### config.mk
export PLATFORM = sky130hd
export DESIGN_NAME = iccm_loader
export DESIGN_NICKNAME = d
export VERILOG_FILES = /design/src/rtl/iccm_loader.sv
export SDC_FILE = /design/constraint.sdc
export NUM_CORES = 1
export LEC_CHECK = 0
export BUFFER_PORTS_ARGS = -buffer_cell sky130_fd_sc_hd__clkbuf_2
export CAP_MARGIN = 20
export CORE_ASPECT_RATIO = 0.8
export CORE_MARGIN = 3
export CORE_UTILIZATION = 55
export CTS_BUF_LIST = sky130_fd_sc_hd__clkbuf_16
export DETAILED_ROUTE_END_ITERATION = 7
export GPL_TIMING_DRIVEN = 0
export PLACE_DENSITY = 0.83
export SYNTH_ARGS = -nofsm -noshare
export SYNTH_HDL_FRONTEND = slang
export SYNTH_SLANG_ARGS = --single-unit
export TNS_END_PERCENT = 20
### constraint.sdc
create_clock -name clk_i -period 6.8 [get_ports clk_i]
set_clock_uncertainty 0.05 [all_clocks]
set_input_delay 0.34 -clock clk_i [delete_from_list [all_inputs] [get_ports clk_i]]
set_output_delay 0.34 -clock clk_i [all_outputs]
set_load 0.01 [all_outputs]
### src/rtl/iccm_loader.sv
// Packs a UART byte stream little-endian into 32-bit words, writes them to the ICCM and
// releases the program reset on the end-of-program marker. Optional macro: ICCM_LOADER_TIMEOUT_EN.
module iccm_loader #(
    parameter int unsigned AddrW         = 12,
    parameter logic [31:0] EndWord       = 32'h0000_0FFF,
    parameter int unsigned TimeoutCycles = 1000000
) (
    input  logic             clk_i,
    input  logic             rst_ni,
    input  logic             rx_dv_i,
    input  logic [7:0]       rx_byte_i,
    output logic             we_o,
    output logic [AddrW-1:0] addr_o,
    output logic [31:0]      wdata_o,
    output logic             prog_rst_no,
    output logic             done_o,
    output logic             overflow_o
);

    typedef enum logic [1:0] {
        StIdle,
        StLoad,
        StProg,
        StDone
    } state_e;

    state_e             state_q, state_d;
    logic [1:0]         cnt_q, cnt_d;
    logic [23:0]        asm_q, asm_d;
    logic               we_q, we_d;
    logic [AddrW-1:0]   addr_q, addr_d;
    logic [31:0]        wdata_q, wdata_d;
    logic               prog_rst_q, prog_rst_d;
    logic               done_q, done_d;
    logic               ovf_q, ovf_d;

`ifdef ICCM_LOADER_TIMEOUT_EN
    localparam int unsigned TmoW = (TimeoutCycles > 1) ? $clog2(TimeoutCycles) : 1;

    logic [TmoW-1:0]    tmo_q, tmo_d;
    logic               wrote_q, wrote_d;
`else
    // Timeout depth only matters when the timeout feature is built in.
    if (TimeoutCycles == 0) begin : g_no_timeout_cfg
    end
`endif

    // Next-state, byte packing and write sequencing.
    always_comb begin
        state_d    = state_q;
        cnt_d      = cnt_q;
        asm_d      = asm_q;
        we_d       = 1'b0;
        addr_d     = addr_q;
        wdata_d    = wdata_q;
        prog_rst_d = prog_rst_q;
        done_d     = done_q;
        ovf_d      = ovf_q;

        case (state_q)
            StIdle: begin
                if (rx_dv_i) begin
                    asm_d   = {16'h0000, rx_byte_i};
                    cnt_d   = 2'd1;
                    state_d = StLoad;
                end
            end
            StLoad: begin
                if (rx_dv_i) begin
                    if (cnt_q == 2'd3) begin
                        wdata_d = {rx_byte_i, asm_q};
                        we_d    = ({rx_byte_i, asm_q} != EndWord);
                        asm_d   = 24'h000000;
                        cnt_d   = 2'd0;
                        state_d = StProg;
                    end else begin
                        case (cnt_q)
                            2'd0:    asm_d[7:0]   = rx_byte_i;
                            2'd1:    asm_d[15:8]  = rx_byte_i;
                            default: asm_d[23:16] = rx_byte_i;
                        endcase
                        cnt_d = cnt_q + 2'd1;
                    end
                end
            end
            StProg: begin
                if (wdata_q == EndWord) begin
                    state_d    = StDone;
                    prog_rst_d = 1'b1;
                    done_d     = 1'b1;
                end else if (addr_q == {AddrW{1'b1}}) begin
                    // Last location written: stop without wrapping the address.
                    ovf_d      = 1'b1;
                    state_d    = StDone;
                    prog_rst_d = 1'b1;
                    done_d     = 1'b1;
                end else begin
                    addr_d  = addr_q + AddrW'(1);
                    state_d = StLoad;
                    if (rx_dv_i) begin
                        asm_d = {16'h0000, rx_byte_i};
                        cnt_d = 2'd1;
                    end
                end
            end
            default: begin
            end
        endcase

`ifdef ICCM_LOADER_TIMEOUT_EN
        wrote_d = wrote_q | we_q;
        tmo_d   = tmo_q;
        if (rx_dv_i || (cnt_q == 2'd0) || (state_q != StLoad)) begin
            tmo_d = '0;
        end else if (tmo_q == TmoW'(TimeoutCycles - 1)) begin
            // Stalled partial word: drop it and wait for a fresh word at the same address.
            tmo_d   = '0;
            cnt_d   = 2'd0;
            asm_d   = 24'h000000;
            state_d = wrote_q ? StLoad : StIdle;
        end else begin
            tmo_d = tmo_q + TmoW'(1);
        end
`endif
    end

    always_ff @(posedge clk_i or negedge rst_ni) begin
        if (!rst_ni) begin
            state_q    <= StIdle;
            cnt_q      <= 2'd0;
            asm_q      <= 24'h000000;
            we_q       <= 1'b0;
            addr_q     <= '0;
            wdata_q    <= 32'h0000_0000;
            prog_rst_q <= 1'b0;
            done_q     <= 1'b0;
            ovf_q      <= 1'b0;
        end else begin
            state_q    <= state_d;
            cnt_q      <= cnt_d;
            asm_q      <= asm_d;
            we_q       <= we_d;
            addr_q     <= addr_d;
            wdata_q    <= wdata_d;
            prog_rst_q <= prog_rst_d;
            done_q     <= done_d;
            ovf_q      <= ovf_d;
        end
    end

`ifdef ICCM_LOADER_TIMEOUT_EN
    always_ff @(posedge clk_i or negedge rst_ni) begin
        if (!rst_ni) begin
            tmo_q   <= '0;
            wrote_q <= 1'b0;
        end else begin
            tmo_q   <= tmo_d;
            wrote_q <= wrote_d;
        end
    end
`endif

    assign we_o        = we_q;
    assign addr_o      = addr_q;
    assign wdata_o     = wdata_q;
    assign prog_rst_no = prog_rst_q;
    assign done_o      = done_q;
    assign overflow_o  = ovf_q;

endmodule

# After elaboration in Yosys (flattened, before gate mapping)
# Cells that the tools add are included.
classes:
  add_sub_neg: 2
  n_eq_ne: 15
  muxes: 26
  bitwise: 2
  reduce_logical: 14
ops:
  columns: ["op", "count"]
  rows:
  - ["2-to-1 mux 24 bit", 5]
  - ["one-hot mux 24 bit (3 select lines)", 1]
  - ["== test 32 x 12 -> 1 bit (second input constant)", 1]
  - ["!= test 32 x 12 -> 1 bit (second input constant)", 1]
  - ["2-to-1 mux 8 bit", 3]
  - ["2-to-1 mux 2 bit", 10]
  - ["AND reduction 5 bit", 3]
  - ["adder 12 x 1 -> 12 bit (second input constant)", 1]
  - ["== test 12 bit (second input constant)", 1]
  - ["one-hot mux 2 bit (3 select lines)", 2]
  - ["!= test 2 bit (second input constant)", 5]
  - ["!= test 3 bit (second input constant)", 3]
  - ["AND reduction 3 bit", 3]
  - ["AND reduction 4 bit", 2]
  - ["2-to-1 mux 1 bit", 5]
  - ["== test 2 x 1 -> 1 bit (second input constant)", 2]
  - ["== test 2 bit (second input constant)", 2]
  - ["logical NOT 2 bit", 2]
  - ["nonzero test 3 bit", 1]
  - ["adder 2 x 1 -> 2 bit (second input constant)", 1]
  - ["NOT 1 bit", 2]
  - ["AND reduction 2 bit", 1]
  - ["nonzero test 2 bit", 1]
  - ["OR reduction 2 bit", 1]
word_totals:
  register_bits: 75
  in_bits: 11
  out_inout_bits: 48
  wordCells: 69

# Logic depth before layout (Yosys ltp)
# Gate-level depths: netlist (run 1).
depth:
  word_depth: 6
  mapped_depth: 8
  depth_no_buf: 7

# Worst setup path before layout (run 1)
# OpenSTA, ideal clock, no wires.
synth_timing:
  kind: "flip-flop to flip-flop"
  start: "reg wdata_q[13] (netlist: wdata_o[13])"
  end: "reg asm_q[10]"
  setup_ns: 0.121
  arrival_time_ns: 2.157
  required_time_ns: 6.629
  path_slack_ns: 4.472
  path_stages_with_launch: 6
  path_buffers: 0
  synth_period_minus_slack_ns: 2.328
  cell_sequence: "dfrtp_1 > or4b_1 > or4_4 > o21ai_4 > a21oi_1 > a22o_2"
synth_between:
  elab_chain_cells: 3
synth_rtl:
  columns: ["element", "line", "text"]
  rows:
  - ["start: declaration", "32", "logic [31:0] wdata_q, wdata_d;"]
  - ["start signal: assignment", "144", "wdata_q <= wdata_d;"]
  - ["== test 32 x 12 -> 1 bit", "87", "if (wdata_q == EndWord) begin"]
  - ["!= test 2 bit (no source line)", null, null]
  - ["AND reduction 5 bit (no source line)", null, null]
  - ["end signal: assignment", "141", "asm_q <= asm_d;"]
  - ["end: declaration", "29", "logic [23:0] asm_q, asm_d;"]
# Every way passes these cells.
# A chain may end at the register's enable or synchronous reset.

# Worst setup path after layout (run 1)
layout_timing:
  start: "reg state_q[1]"
  end: "reg asm_q[14]"
layout_between:
  elab_chain_cells: 3
  elab_cells_between_ends: 10
  classes_between: "eq/ne: 6; mux: 1; reduce/logical: 3"
layout_rtl:
  columns: ["element", "line", "text"]
  rows:
  - ["start: declaration", "27", "state_e state_q, state_d;"]
  - ["start signal: assignment", "129", "state_q <= StIdle;"]
  - ["start signal: assignment", "139", "state_q <= state_d;"]
  - ["== test 2 x 1 -> 1 bit (tied with other cells)", "60", "case (state_q)"]
  - ["!= test 3 bit (no source line) (tied with other cells)", null, null]
  - ["AND reduction 5 bit (no source line)", null, null]
# Parallel ways exist; a longest one is shown, timed or not.

==> results.ini, run 1 <==
[outcome]
status=completed

[sta]
relSlewSlack_pct=45.6
setup_ws_ns=4.21
setup_viol=0
fin_crit_ns=2.59
fin_crit_sh_pct=38.1
whs_ns=0.274
hold_viol_final=0
tightest_slew_ns=0.809
final.setup.tns_ns=0
rsz0062_at_grt=no
max_freq_mhz=386
slew_violations=0

[layout]
nNetsFinal=363
final_common_cell=dfrtp_1
final_cell_mix=dfrtp_1 (75), clkbuf_2 (57), mux2_2 (31)
final_cells=425
drive_gt1_share_pct=34.6
n_antenna_cell=0
areaGrowthSynthToFinish_pct=22.1

[cts]
clkTransAtPathRegs_ns=0.06
ctsHtreeMaxLevel=3
clkLatencyLatePin_ns=0.33
numCtsBuffers=9
root_buffer=clkbuf_16
cts_buffer_depth=2
post-cts-setup-buffer-count=0
cts_tree=done
cts.sinks=75

[logic_synthesis]
yosys.area.top_type=dfrtp_1
synth_area_leaders=dfrtp_1 (56%), mux2_2 (11%), ha_1 (3.4%)
yosysSeqAreaShare_pct=56.5
synthCells=272
ys_types=37
syn_area_um2=3320
synth_adder_area_share_pct=3.39
synth_top_family_by_area=multiplexers
synthMuxAreaShare_pct=13.2
synthesis.nets=292
yosys.area_share.simple_pct=12.5
async_reset_ff_share_pct=100
synth_edf_count=0
ys_ff_latch=75
yosys.area.top_type_share_pct=56.5
synth-xor-area-share_pct=2.90
syn_avg_cell_area_um2=12.2
yosysWarnings=0
synth_ff_type=dfrtp_1
synth_compound_area_share_pct=8.81

[run]
max_cap_viol_count=0

[power]
power_frac_seq_pct=46.6
clkPwrFrac_pct=51.5
switchingPower_mw=0.191
swShare_pct=20.0
internal-power_mw=0.767
p_comb_share_pct=2.0
power_leakage_nw=2.10
irDropWorstVdd_uv=178
power_density_nw_per_um2=236

[place]
dp.cells=409
gp_congestion=0.837
dp_hpwl_mm=5.30
dp_slack_ns=4.24
io_buffers=58

[worst_setup_path]
crit_path_start_kind=flop
timing.critical_path.mode_cell=clkbuf_1
critical_path.max_fanout=10
crit_arrival_ns=2.81
critical_path.max_stage_delay_ns=0.52
end_kind=flop
slowest_stage=a21oi_1
cp_cell_sequence=inv_1 -> ha_1 -> clkbuf_1 -> nor2b_1 -> clkbuf_1 -> nand3_1 -> a21oi_1 -> a22o_2
cp.required_ns=7.01
crit_type=flop to flop

[grt]
grt_usage_pct=24.0
grt_pass1_vias=2521
grtUsageMet1_pct=32.4
grt_start_max_net_pins=54
grt_overflow_total=0
grt_pass1_wl_mm=12.7
busiest_layer=met2
grt_util_met2_pct=36.8
grt_use_met3_pct=8.69
antenna_found_initial=0

[detailed_routing]
vias_per_cell=5.78
drt_wl_total_mm=7.81
wl_per_cell_um=18.4
drc=0
dr.pass1.iters=5
ant_nets=0
via_count=2455
drt-initial-drc-count=178

[worst_hold_path]
hold_path_class=input pin to flop

[floorplanning]
num_rows=24
die_h_um=75.5
die_width_um=92.9
die_area_um2=7020
core_area_um2=5650
initial_core_util_pct=58.9
num_io_pins=59

-- cells by family after synthesis --
group | Yosys count
xor+xnor | 11
simple gates | 77
buf+inv | 23
mux | 40
flops | 75
compound gates | 37
fa+ha+maj | 9
-- metal layers --
metal,part of all wire (%),vias up
li1,-,1118
met1,44,1204
met2,45,116
met3,9.0,17
met4,2.4,0
met5,0,-
-- per-stage QoR --
stage	utilization (%)	area, um2	total power, mW
finish	71.9	4060	0.959
detailed placement	66.3	3740	0.473
floorplan	-	3320	0.455
CTS	71.9	4060	0.964
global placement	65.8	3710	0.471
global route	71.9	4060	0.986
-- cell type report --
type                    instances  area, um2
repair buffers                 60        330
clock buffers                   9        225
clock inverters                 6       82.6
flip-flops and latches         75       1880
well taps                      78       97.6
fillers                       427       1590
inverters                      16       60.1
plain buffers                   7       31.3
multi-input cells             174       1360
-- state kept, by name, summed over array words and instances, names as in the netlist --
name,cells
cnt_q,2
we_o,1
overflow_o,1
asm_q,24
addr_o,12
done_o,1
wdata_o,32
state_q,2
-- worst max-delay path, delay by kind of cell, from the launching register on --
kind | cells | cell delay [ns]
fa+ha+maj | 1 | 0.15
compound gates | 2 | 0.78
flops | 1 | 0.42
simple gates | 2 | 0.35
buf+inv | 3 | 0.78
-- path summary, 6_finish.rpt --
| check | start | end | cells past startpoint | slack [ns] |
|---|---|---|---|---|
| setup / recovery | state_q[1]$_DFFE_PN0P_ | asm_q[14]$_DFFE_PN0P_ | 8 | 4.21 |
| hold / removal | rx_byte_i[4] | asm_q[20]$_DFFE_PN0P_ | 3 | 0.27 |
| setup reg to reg | state_q[1]$_DFFE_PN0P_ | asm_q[14]$_DFFE_PN0P_ | 8 | 4.21 |
| hold reg to reg | done_o$_DFFE_PN0P_ | done_o$_DFFE_PN0P_ | 1 | 0.43 |
| max in group asynchronous | rst_ni | asm_q[7]$_DFFE_PN0P_ | 3 | 5.69 |
| min in group asynchronous | rst_ni | addr_o[7]$_DFFE_PN0P_ | 2 | 0.44 |
-- power groups by stage --
stage | sequential (mW) | clock (mW) | combinational, mW
after floorplan | 0.455 | 0 | 0.000511
after global placement | 0.455 | 0 | 0.0164
after detailed placement | 0.454 | 0 | 0.0187
after CTS | 0.446 | 0.498 | 0.0194
after global routing | 0.446 | 0.518 | 0.0213
final | 0.446 | 0.493 | 0.0190
-- synth_stat cells (2+ instances only) --
library cell  number
nor3_1             6
o21ai_2            2
nand2_1           24
a21oi_1            5
nand2b_1           2
o21ai_0            7
nand4b_1           2
inv_1             16
dfrtp_1           75
clkbuf_1           5
nor4b_1            3
nand4_1            7
mux2i_1            9
a22o_1             8
a22o_2             8
mux2_2            31
nor4_1            10
nor2b_1            3
xor2_1             9
xnor2_1            2
nand3_1            8
a21oi_2            2
nor2_1             6
ha_1               9
-- timing repair --
item | CTS | global route
endpoints found under the setup margin | 0 | 0
resized for setup | 0 | 0
hold endpoints to repair | 22 | 0
hold buffers | 1 | 0
Power figures use the tool's default switching activity.
==> run 2: changes to the inputs <==
==> constraint.sdc (replaced) <==
create_clock -name clk_i -period 2.6 [get_ports clk_i]
set_clock_uncertainty 0.05 [all_clocks]
set_input_delay 0.13 -clock clk_i [delete_from_list [all_inputs] [get_ports clk_i]]
set_output_delay 0.13 -clock clk_i [all_outputs]
set_load 0.01 [all_outputs]
==> results.ini, run 2 (synthesis results as in run 1) <==
[run]
max_cap_viol_count=0  ; unchanged

[cts]
cts.sinks=75  ; unchanged
clkTransAtPathRegs_ns=0.06  ; about the same
root_buffer=clkbuf_16
ctsHtreeMaxLevel=3  ; unchanged
clkLatencyLatePin_ns=0.33  ; about the same
numCtsBuffers=9  ; unchanged
cts_tree=done
post-cts-setup-buffer-count=0  ; unchanged
cts_buffer_depth=2  ; unchanged

[worst_setup_path]
critical_path.max_stage_delay_ns=0.54  ; +0.02 ns
crit_path_start_kind=flop
r2r_end=asm_q[14]$_DFFE_PN0P_
cp_cell_sequence=or4b_1 -> or4_4 -> o21ai_4 -> a21oi_2 -> a22o_2
worstRegToRegCells=5  ; -3
reg2reg_from=wdata_o[13]$_DFFE_PN0P_
end_kind=flop
slowest_stage=or4b_1
r2r_slack_ns=0.13  ; -4.08 ns
critical_path.max_fanout=10  ; unchanged
critPathLaunch=wdata_o[13]$_DFFE_PN0P_
cp-endpoint=asm_q[14]$_DFFE_PN0P_
crit_cells=5  ; -3
cp.required_ns=2.76  ; -4.25 ns
crit_arrival_ns=2.64  ; -0.17 ns
crit_type=flop to flop
worstPathBufferInverterCount=0  ; -3
critPathTopFamily=simple AND/OR/NAND/NOR gates

[layout]
finalCoreUtilization_pct=72.0  ; about the same
largest_reg_flops=32  ; unchanged
regArea_um2=1880  ; unchanged
final_common_cell=dfrtp_1
multi_input_area_um2=1360  ; +0.28%
fill_cells=427  ; unchanged
final_cells=425  ; unchanged
areaGrowthSynthToFinish_pct=22.2  ; about the same
drive_gt1_share_pct=34.9  ; +0.29 points
n_antenna_cell=0  ; unchanged
final_cell_mix=dfrtp_1 (75), clkbuf_2 (57), mux2_2 (31)
nNetsFinal=363  ; unchanged

[sta]
tightest_slew_ns=0.815  ; +0.00612 ns
fin_crit_sh_pct=95.2  ; +57 points
max_freq_mhz=404  ; +4.7%
setup_viol=0  ; unchanged
slew_violations=0  ; unchanged
final.setup.tns_ns=0  ; unchanged
whs_ns=0.0628  ; -0.211 ns
fin_crit_ns=2.47  ; -0.116 ns
setup_ws_ns=0.125  ; -4.08 ns
hold_viol_final=0  ; unchanged
rsz0062_at_grt=no
relSlewSlack_pct=45.2  ; -0.41 points

[power]
swShare_pct=20.1  ; +0.11 points
irDropWorstVdd_uv=466  ; +160%
power_frac_seq_pct=46.5  ; about the same
switchingPower_mw=0.504  ; +160%
power_density_nw_per_um2=618  ; +160%
power_leakage_nw=2.10  ; about the same
p_comb_share_pct=2.0  ; about the same
internal-power_mw=2.01  ; +160%
clkPwrFrac_pct=51.5  ; about the same

[place]
dp_slack_ns=0.0369  ; -4.20 ns
dp.cells=409  ; unchanged
dp_hpwl_mm=5.30  ; unchanged
gp_congestion=0.837  ; unchanged
io_buffers=58  ; unchanged

[detailed_routing]
drc=0  ; unchanged
ant_nets=0  ; unchanged
wl_per_cell_um=18.4  ; +0.26%
via_count=2445  ; -0.41%
drt-initial-drc-count=174  ; -2.2%
dr.pass1.iters=4  ; -1
vias_per_cell=5.75  ; -0.41%
drt_wl_total_mm=7.83  ; +0.26%

[floorplanning]
core_area_um2=5650  ; unchanged
initial_core_util_pct=58.9  ; unchanged
die_width_um=92.9  ; unchanged
die_h_um=75.5  ; unchanged
num_rows=24  ; unchanged
num_io_pins=59  ; unchanged
die_area_um2=7020  ; unchanged

[worst_hold_path]
hold_path_class=input pin to flop

[grt]
grt_pass1_vias=2521  ; unchanged
grt_pass1_wl_mm=12.7  ; unchanged
grt_start_max_net_pins=54  ; unchanged
grt_usage_pct=24.0  ; unchanged
antenna_found_initial=0  ; unchanged
grt_overflow_total=0  ; unchanged

[outcome]
status=completed

run 2: worst min-delay path by stage:
stage,slack (ns),depth (start not counted),from,endpoint
detailed placement,0.04,1,rst_ni,addr_o[7]$_DFFE_PN0P_
floorplan,-0.22,0,rst_ni,addr_o[0]$_DFFE_PN0P_
finish,0.06,3,rx_byte_i[4],asm_q[20]$_DFFE_PN0P_
CTS,0.06,3,rx_byte_i[7],asm_q[23]$_DFFE_PN0P_
global route,0.08,3,rx_byte_i[4],asm_q[20]$_DFFE_PN0P_
global placement,0.39,3,rx_byte_i[7],asm_q[23]$_DFFE_PN0P_
run 2: tightest hold or removal path, stage by stage:
cell      delay (ns)
clkbuf_2        0.14
nand2_1         0.07
mux2i_1         0.06
run 2: power groups by stage:
| stage | Combinational (mW) | Clock, mW | Sequential (mW) |
|---|---|---|---|
| after global routing | 0.0556 | 1.36 | 1.17 |
| after detailed placement | 0.0489 | 0 | 1.19 |
| after CTS | 0.0507 | 1.30 | 1.17 |
| final | 0.0495 | 1.29 | 1.17 |
| after global placement | 0.0429 | 0 | 1.19 |
| after floorplan | 0.00133 | 0 | 1.19 |
run 2: metrics by stage:
stage	power, mW	instance area (um2)
floorplan	1.19	3320
global placement	1.23	3710
detailed placement	1.24	3740
CTS	2.52	4060
global route	2.58	4060
finish	2.51	4060
run 2: final cells by class:
class | count | area share (%)
sequential | 75 | 46.2
tap | 78 | 2.40
buffer | 7 | 0.770
clock buffer | 9 | 5.54
inverter | 16 | 1.48
multi-input combinational | 174 | 33.5
timing repair buffer | 60 | 8.13
clock inverter | 6 | 2.03
run 2: per-layer routing:
layer | up-vias | part of all wire [%] | wire [um] | global-route usage (%)
li1 | 1117 | - | - | -
met1 | 1211 | 45 | 3550 | 32.4
met2 | 102 | 44 | 3460 | 36.8
met3 | 15 | 8.5 | 667 | 8.69
met4 | 0 | 1.9 | 148 | 7.97
met5 | - | 0 | 0 | 0
run 2: what timing repair did:
action | 4_1_cts | 5_1_grt
hold buffers | 1 | 0
resized for setup | 0 | 1
endpoints found under the setup margin | 0 | 8
hold endpoints to repair | 22 | 0
